--- src/rtl/tmr_icb_ctrl.sv ---
// Bus-side register front end for a timer: decodes ICB commands into timer
// write strobes, returns readback data, and owns the overflow status,
// saturating overflow counter and interrupt enable.
module tmr_icb_ctrl #(
  parameter int OVF_CNT_W = 8
) (
  input  logic        sys_clk,
  input  logic        sys_rst,
  input  logic        icb_cmd_valid,
  output logic        icb_cmd_ready,
  input  logic        icb_cmd_read,
  input  logic [2:0]  icb_cmd_addr,
  input  logic [15:0] icb_cmd_wdata,
  output logic        icb_rsp_valid,
  input  logic        icb_rsp_ready,
  output logic [15:0] icb_rsp_rdata,
  output logic        icb_rsp_err,
  output logic        tmr_con_wr,
  output logic        tmr_prd_wr,
  output logic        tmr_cnt_wr,
  output logic [15:0] icb_wdat,
  input  logic [15:0] tmr_con,
  input  logic [15:0] tmr_prd,
  input  logic [15:0] tmr_cnt,
  input  logic        tmr_ovf,
  output logic        tmr_irq
);

  typedef enum logic [1:0] {IDLE, EXEC, RESP} state_t;

  localparam logic [OVF_CNT_W-1:0] CNT_MAX = '1;

  state_t                state, state_nxt;
  logic                  lat_read;
  logic [2:0]            lat_addr;
  logic [1:0]            lat_ctl;
  logic [15:0]           wdat_q;
  logic [15:0]           rdata_q;
  logic                  err_q;
  logic                  ovf_pend;
  logic [OVF_CNT_W-1:0]  ovf_cnt;
  logic                  irq_en;

  logic                  hs;
  logic                  exec;
  logic                  wr_exec;
  logic                  mapped;
  logic                  clr_pend;
  logic                  clr_cnt;
  logic [15:0]           rd_src;

  // Counter increment that sticks at all-ones instead of wrapping.
  function automatic logic [OVF_CNT_W-1:0] sat_inc(input logic [OVF_CNT_W-1:0] v);
    return (v == CNT_MAX) ? v : v + OVF_CNT_W'(1);
  endfunction

  // STAT word: pending flag in bit 0, counter from bit 8 upward, rest zero.
  function automatic logic [15:0] stat_word(input logic pend,
                                            input logic [OVF_CNT_W-1:0] cnt);
    logic [15:0] w;
    w = '0;
    w[0] = pend;
    w[8 +: OVF_CNT_W] = cnt;
    return w;
  endfunction

  assign hs       = icb_cmd_valid && (state == IDLE);
  assign exec     = (state == EXEC) && !sys_rst;
  assign wr_exec  = exec && !lat_read;
  assign mapped   = (lat_addr <= 3'd4);
  assign clr_pend = wr_exec && (lat_addr == 3'd3) && lat_ctl[0];
  assign clr_cnt  = wr_exec && (lat_addr == 3'd3) && lat_ctl[1];

  // Strobes and response flags are masked by reset so an aborted transaction
  // leaves no trace on the outputs.
  assign icb_cmd_ready = (state == IDLE) || sys_rst;
  assign icb_rsp_valid = (state == RESP) && !sys_rst;
  assign icb_rsp_rdata = rdata_q;
  assign icb_rsp_err   = err_q;
  assign icb_wdat      = wdat_q;
  assign tmr_con_wr    = wr_exec && (lat_addr == 3'd0);
  assign tmr_prd_wr    = wr_exec && (lat_addr == 3'd1);
  assign tmr_cnt_wr    = wr_exec && (lat_addr == 3'd2);
  assign tmr_irq       = ovf_pend && irq_en;

  // Readback source selection for the latched offset.
  always_comb begin
    rd_src = '0;
    case (lat_addr)
      3'd0:    rd_src = tmr_con;
      3'd1:    rd_src = tmr_prd;
      3'd2:    rd_src = tmr_cnt;
      3'd3:    rd_src = stat_word(ovf_pend, ovf_cnt);
      3'd4:    rd_src = {15'd0, irq_en};
      default: rd_src = '0;
    endcase
  end

  // Next-state logic: accept, execute for exactly one cycle, then respond.
  always_comb begin
    state_nxt = state;
    case (state)
      IDLE:    if (icb_cmd_valid) state_nxt = EXEC;
      EXEC:    state_nxt = RESP;
      RESP:    if (icb_rsp_ready) state_nxt = IDLE;
      default: state_nxt = IDLE;
    endcase
  end

  // State register.
  always_ff @(posedge sys_clk) begin
    if (sys_rst) state <= IDLE;
    else         state <= state_nxt;
  end

  // Command capture; only the two low wdata bits are needed after EXEC decode.
  always_ff @(posedge sys_clk) begin
    if (hs) begin
      lat_read <= icb_cmd_read;
      lat_addr <= icb_cmd_addr;
      lat_ctl  <= icb_cmd_wdata[1:0];
    end
  end

  // Timer write data is loaded at acceptance so it is already valid while the
  // strobe fires in EXEC, and holds between timer writes.
  always_ff @(posedge sys_clk) begin
    if (sys_rst)
      wdat_q <= '0;
    else if (hs && !icb_cmd_read && (icb_cmd_addr <= 3'd2))
      wdat_q <= icb_cmd_wdata;
  end

  // Response capture in EXEC; held unchanged through RESP.
  always_ff @(posedge sys_clk) begin
    if (sys_rst) begin
      rdata_q <= '0;
      err_q   <= 1'b0;
    end else if (exec) begin
      err_q   <= !mapped;
      rdata_q <= (lat_read && mapped) ? rd_src : 16'd0;
    end
  end

  // Overflow status: a coincident overflow beats a software clear.
  always_ff @(posedge sys_clk) begin
    if (sys_rst) begin
      ovf_pend <= 1'b0;
      ovf_cnt  <= '0;
    end else if (tmr_ovf) begin
      ovf_pend <= 1'b1;
      ovf_cnt  <= clr_cnt ? OVF_CNT_W'(1) : sat_inc(ovf_cnt);
    end else begin
      if (clr_pend) ovf_pend <= 1'b0;
      if (clr_cnt)  ovf_cnt  <= '0;
    end
  end

  // Interrupt enable register.
  always_ff @(posedge sys_clk) begin
    if (sys_rst)
      irq_en <= 1'b0;
    else if (wr_exec && (lat_addr == 3'd4))
      irq_en <= lat_ctl[0];
  end

endmodule
--- config.mk ---
export PLATFORM = sky130hd
export DESIGN_NAME = tmr_icb_ctrl
export DESIGN_NICKNAME = d
export VERILOG_FILES = /design/src/rtl/tmr_icb_ctrl.sv
export SDC_FILE = /design/constraint.sdc
export NUM_CORES = 1
export LEC_CHECK = 0
export ABC_AREA = 1
export BUFFER_PORTS_ARGS = -buffer_cell sky130_fd_sc_hd__buf_4
export CAP_MARGIN = 15
export CORE_MARGIN = 5
export CORE_UTILIZATION = 31
export DETAILED_ROUTE_END_ITERATION = 12
export GPL_TIMING_DRIVEN = 1
export SYNTH_ARGS = -nofsm -noshare
export SYNTH_HDL_FRONTEND = slang
export SYNTH_SLANG_ARGS = --single-unit
export TNS_END_PERCENT = 5
--- constraint.sdc ---
create_clock -name sys_clk -period 2.9 [get_ports sys_clk]
set_input_delay 0.58 -clock sys_clk [delete_from_list [all_inputs] [get_ports sys_clk]]
set_output_delay 0.58 -clock sys_clk [all_outputs]
set_load 0.05 [all_outputs]
# Word-level counts from Yosys, hierarchy flattened
# Cells that the tools add are included.
[classes] addsub=1 n_mul=0 div_mod_pow=0 magnitude_cmp=2 n_eq_ne=10 shift=0 mux=11 bitwise_logic=0 reduce_logical=26
[op_table] cell="$pmux 16 s5" n=1
[op_table] cell="$mux 8" n=4
[op_table] cell="$mux 16" n=1
[op_table] cell="$logic_and 1x1->1" n=15
[op_table] cell="$add 8x1->8 const B" n=1
[op_table] cell="$eq 8x8->1 const B" n=1
[op_table] cell="$eq 3x2->1 const B" n=2
[op_table] cell="$ne 2x2->1 const B" n=3
[op_table] cell="$pmux 2 s3" n=1
[op_table] cell="$logic_not 1->1" n=4
[op_table] cell="$mux 2" n=2
[op_table] cell="$reduce_and 2->1" n=2
[op_table] cell="$reduce_bool 2->1" n=2
[op_table] cell="$eq 3x1->1 const B" n=1
[op_table] cell="$eq 3x3->1 const B" n=1
[op_table] cell="$le 3x2->1 const B" n=1
[op_table] cell="$le 3x3->1 const B" n=1
[op_table] cell="$logic_not 3->1" n=1
[op_table] cell="$eq 2x1->1 const B" n=1
[op_table] cell="$eq 2x2->1 const B" n=1
[op_table] cell="$logic_not 2->1" n=1
[op_table] cell="$mux 1" n=2
[op_table] cell="$logic_or 1x1->1" n=1
[word_totals] reg_bits=51 latch_bits=0 ram_bits=0 rom_bits=0 input_bits=73 output_inout_bits=39 elab_cells=60 mem_count=0

# Longest topological paths before layout
[depth] depth_word=7 mapped_depth=10 mapped_depth_nobuf=10

# Least setup slack after synthesis
# Ideal clock, no wire load.
[synth_timing] path_type="input to output" start="input port sys_rst" end="output port tmr_cnt_wr" arrival_time_ns=2.760 t_required_ns=2.320 slack_ns=-0.440 path_stages=7 path_buffers=2 cell_sequence="buf_2 -> nor2_2 -> inv_1 -> buf_2 -> nor2_2 -> inv_1 -> nor4_1"
[synth_between] elab_chain_cells=4
[synth_rtl] element="start, declared" line_no="8" rtl="input logic sys_rst,"
[synth_rtl] element="$logic_not 1->1" line_no="68" rtl="assign exec = (state == EXEC) && !sys_rst;"
[synth_rtl] element="$logic_and 1x1->1" line_no="68"
[synth_rtl] element="$logic_and 1x1->1" line_no="69" rtl="assign wr_exec = exec && !lat_read;"
[synth_rtl] element="$logic_and 1x1->1" line_no="83" rtl="assign tmr_cnt_wr = wr_exec && (lat_addr == 3'd2);"
[synth_rtl] element="end, declared" line_no="20" rtl="output logic tmr_cnt_wr,"
# Every way passes these cells.

# Final worst setup path
# Ends and elaborated chain as after synthesis.

==> summary.md <==
| Metric | Value |
|---|---|
| First-pass GRT wire length | roughly 12 mm |
| Buf/Inv on CP | 4 |
| Crit Path Category | in2out |
| CTS resizes | 0 |
| Global route overflow | 0 |
| Post-layout util | 44.5% |
| Die X | between 90 and 100 um |
| Htree depth | 2 |
| Seq/Total Area, Yosys | 43.9% |
| Required time of the worst setup path | around 2.3 ns |
| Share of layout cells above drive strength 1 | 32.4% |
| Syn avg cell area | 7.18 um^2 |
| Hold Crit Class | in2reg |
| Gp weighted congestion | around 0.87 |
| FF-to-FF path depth | 6 |
| Synth async-reset ratio | 0% |
| Skew final | about 0.0079 ns |
| Final-report max-slew violation count | 0 |
| TNS Setup | 0 ns |
| CP cell instances | buf_4 -> nor2_2 -> inv_1 -> nor2_2 -> inv_1 -> nor4_1 -> buf_4 |
| # setup viols final | 0 |
| Leakage power | 1.53 nW |
| Die Footprint | slightly below 0.01 mm^2 |
| Crit start category | primary input |
| CTS Hold Bufs | 0 |
| Instance count on the critical path | 7 |
| Tmin final | roughly 2.3 ns |
| Total detailed-routing wirelength | slightly above 7 mm |
| Ys flop type | dfxtp_1 |
| Total core area | around 0.0077 mm^2 |
| Worst-path maximum fanout | 25 |
| Die height | around 99 um |
| Mapped Cells | approximately 340 |
| Vias in the first global route | 2564 |
| Final ANT Viol Nets | 0 |
| Yosys reg bits | 51 |
| I/O Buffers | approximately 110 |
| Hold slack | roughly 0.45 ns |
| Via count | ~2600 |
| Residual DRC | 0 |
| Net count after synthesis | roughly 420 |
| CTS max path bufs | 2 |
| CP top delay family | buffers and inverters |
| Routed WL per cell | approximately 13 um |
| RSZ-0062 raised after global routing | no |
| CTS tree | done |
| Clk Latency, worst-skew pair | 0.31 ns |
| Initial antenna violation count | 0 |
| Row cnt | 32 |
| Layout area overhead | 39.7% |
| Fin. Hold Viols | 0 |
| Root Buffer Master | clkbuf_8 |
| Post-DP HPWL | around 5.5 mm |
| Vias/cell | 4.62 |
| CP max-delay cell | buf_4 |
| N_diodes | 0 |
| Worst rel slew slack | 43.7% |
| Postcts setup bufs | 0 |
| Cts bufs inserted | 5 |
| GRT Overall Usage | about 15% |
| Worst Tran Pin Value | ~0.84 ns |
| Final clock period utilization by the worst path | approximately 81% |
| Peak VDD IR | ~180 uV |
| Power per Cell Area | 407 mW/mm^2 |
| Synth unique cells | 29 |
| CP arrival | 1.76 ns |
| Mapped Area | 0.00246 mm^2 |
| Worst-path clk slew | approximately 0.080 ns |
| Fmax | ~430 MHz |
| Initial Utilization | approximately a third |
| MaxCap Viol Count | 0 |
| # IOs | between 100 and 150 |
| Largest stage delay, worst path | 0.25 ns |
| EDFF count, synth | 6 |
| Largest net degree at the start of global routing | 26 |
| Syn. warnings | 0 |
| Crit. End Element | output pin |
| Iteration-0 DRC Markers | 104 |
| Final-stage net count | about 520 |
| Detailed Routing Iterations Pass 1 | 4 |
| Hold path depth | 2 |
| Outcome | finished clean |
| Clock sink count | 51 |
[metrics by stage]
step	total power, mW	worst slack [ns]	instances	instance area [um^2]
floorplan	0.907	-0.440	343	2460
global placement	1.02	0.558	545	3360
detailed placement	1.03	0.542	545	3360
CTS	1.42	0.532	553	3440
global route	1.47	0.384	553	3440
finish	1.40	0.558	553	3440
[placed cells by master, fill, tap and decap left out, drive strengths merged]
master,instances
nand2,113
o21ai,20
o31ai,2
nor2,55
nand3,17
xor2,1
o211ai,1
buf,114
edfxtp,6
nand4,11
dfxtp,45
clkinv,3
or2,1
ha,1
clkbuf,5
nor4,3
nand3b,1
a21oi,23
nor3,6
inv,23
[per-layer routing]
metal | part of all wire (%) | up-vias | global-route usage (%)
met2 | 42 | 104 | 22.6
met3 | 11 | 13 | 6.66
met5 | 0 | - | 0
met1 | 45 | 1118 | 17.7
met4 | 2.0 | 0 | 4.94
li1 | - | 1321 | -
[synth_stat cells, types with 2 or more instances]
library cell	n	share of area (%)
o21ai_0	20	4.1
nor2_1	50	7.6
nor3_4	3	2.0
edfxtp_1	6	7.3
nand2_1	112	17
o31ai_1	2	0.61
clkbuf_1	3	0.46
nor2_2	4	1.0
buf_2	5	1.0
dfxtp_1	45	37
buf_6	3	1.4
a21oi_1	12	2.4
inv_1	21	3.2
nand3_1	16	3.3
inv_2	2	0.30
nor3_1	3	0.61
nor4_1	3	0.76
a21oi_2	11	3.9
buf_4	2	0.61
nand4_1	11	2.8
[where the power goes]
part           total, mW  switching (mW)  internal, mW  leakage (nW)
clock network      0.395           0.229         0.166        0.0477
logic              0.250           0.141         0.109          1.06
registers          0.757          0.0203         0.737         0.422
[cells by family (layout without fill, tap and decap cells)]
family / count (synthesis) / count (layout) / synth area share, %
buffers and inverters: 37 / 145 / 7.11
and+or+nand+nor: 207 / 207 / 36.8
AOI/OAI and AO/OA: 46 / 46 / 11.3
adders and majority gates: 1 / 1 / 0.508
xor gates and xnor gates: 1 / 1 / 0.356
DFF: 51 / 51 / 43.9
[area by class of cell]
cell class                      count  area [um^2]
Fill cell                         823         4290
Multi-Input combinational cell    255         1210
Sequential cell                    51         1080
Timing Repair Buffer              114          856
Tap cell                          102          128
Inverter                           23         86.3
Clock buffer                        5         68.8
Clock inverter                      3         15.0
[registers in the layout, indices dropped and copies added, names as in the netlist]
| register | count |
|---|---|
| lat_ctl | 2 |
| ovf_cnt | 8 |
| irq_en | 1 |
| icb_rsp_err | 1 |
| lat_addr | 3 |
| icb_rsp_rdata | 16 |
| ovf_pend | 1 |
| lat_read | 1 |
| icb_wdat | 16 |
| state | 2 |
[worst paths after layout]
path	from	endpoint	slack, ns
worst max-delay path	sys_rst	tmr_cnt_wr	0.56
worst min-delay path	icb_rsp_ready	state[1]$_SDFFE_PP0P_	0.45
worst max register to register	state[1]$_SDFFE_PP0P_	icb_wdat[7]$_SDFFE_PP0P_	0.88
worst min register to register	icb_rsp_rdata[8]$_SDFFE_PP0N_	icb_rsp_rdata[8]$_SDFFE_PP0N_	0.47
(Power assumes the default switching activity.)
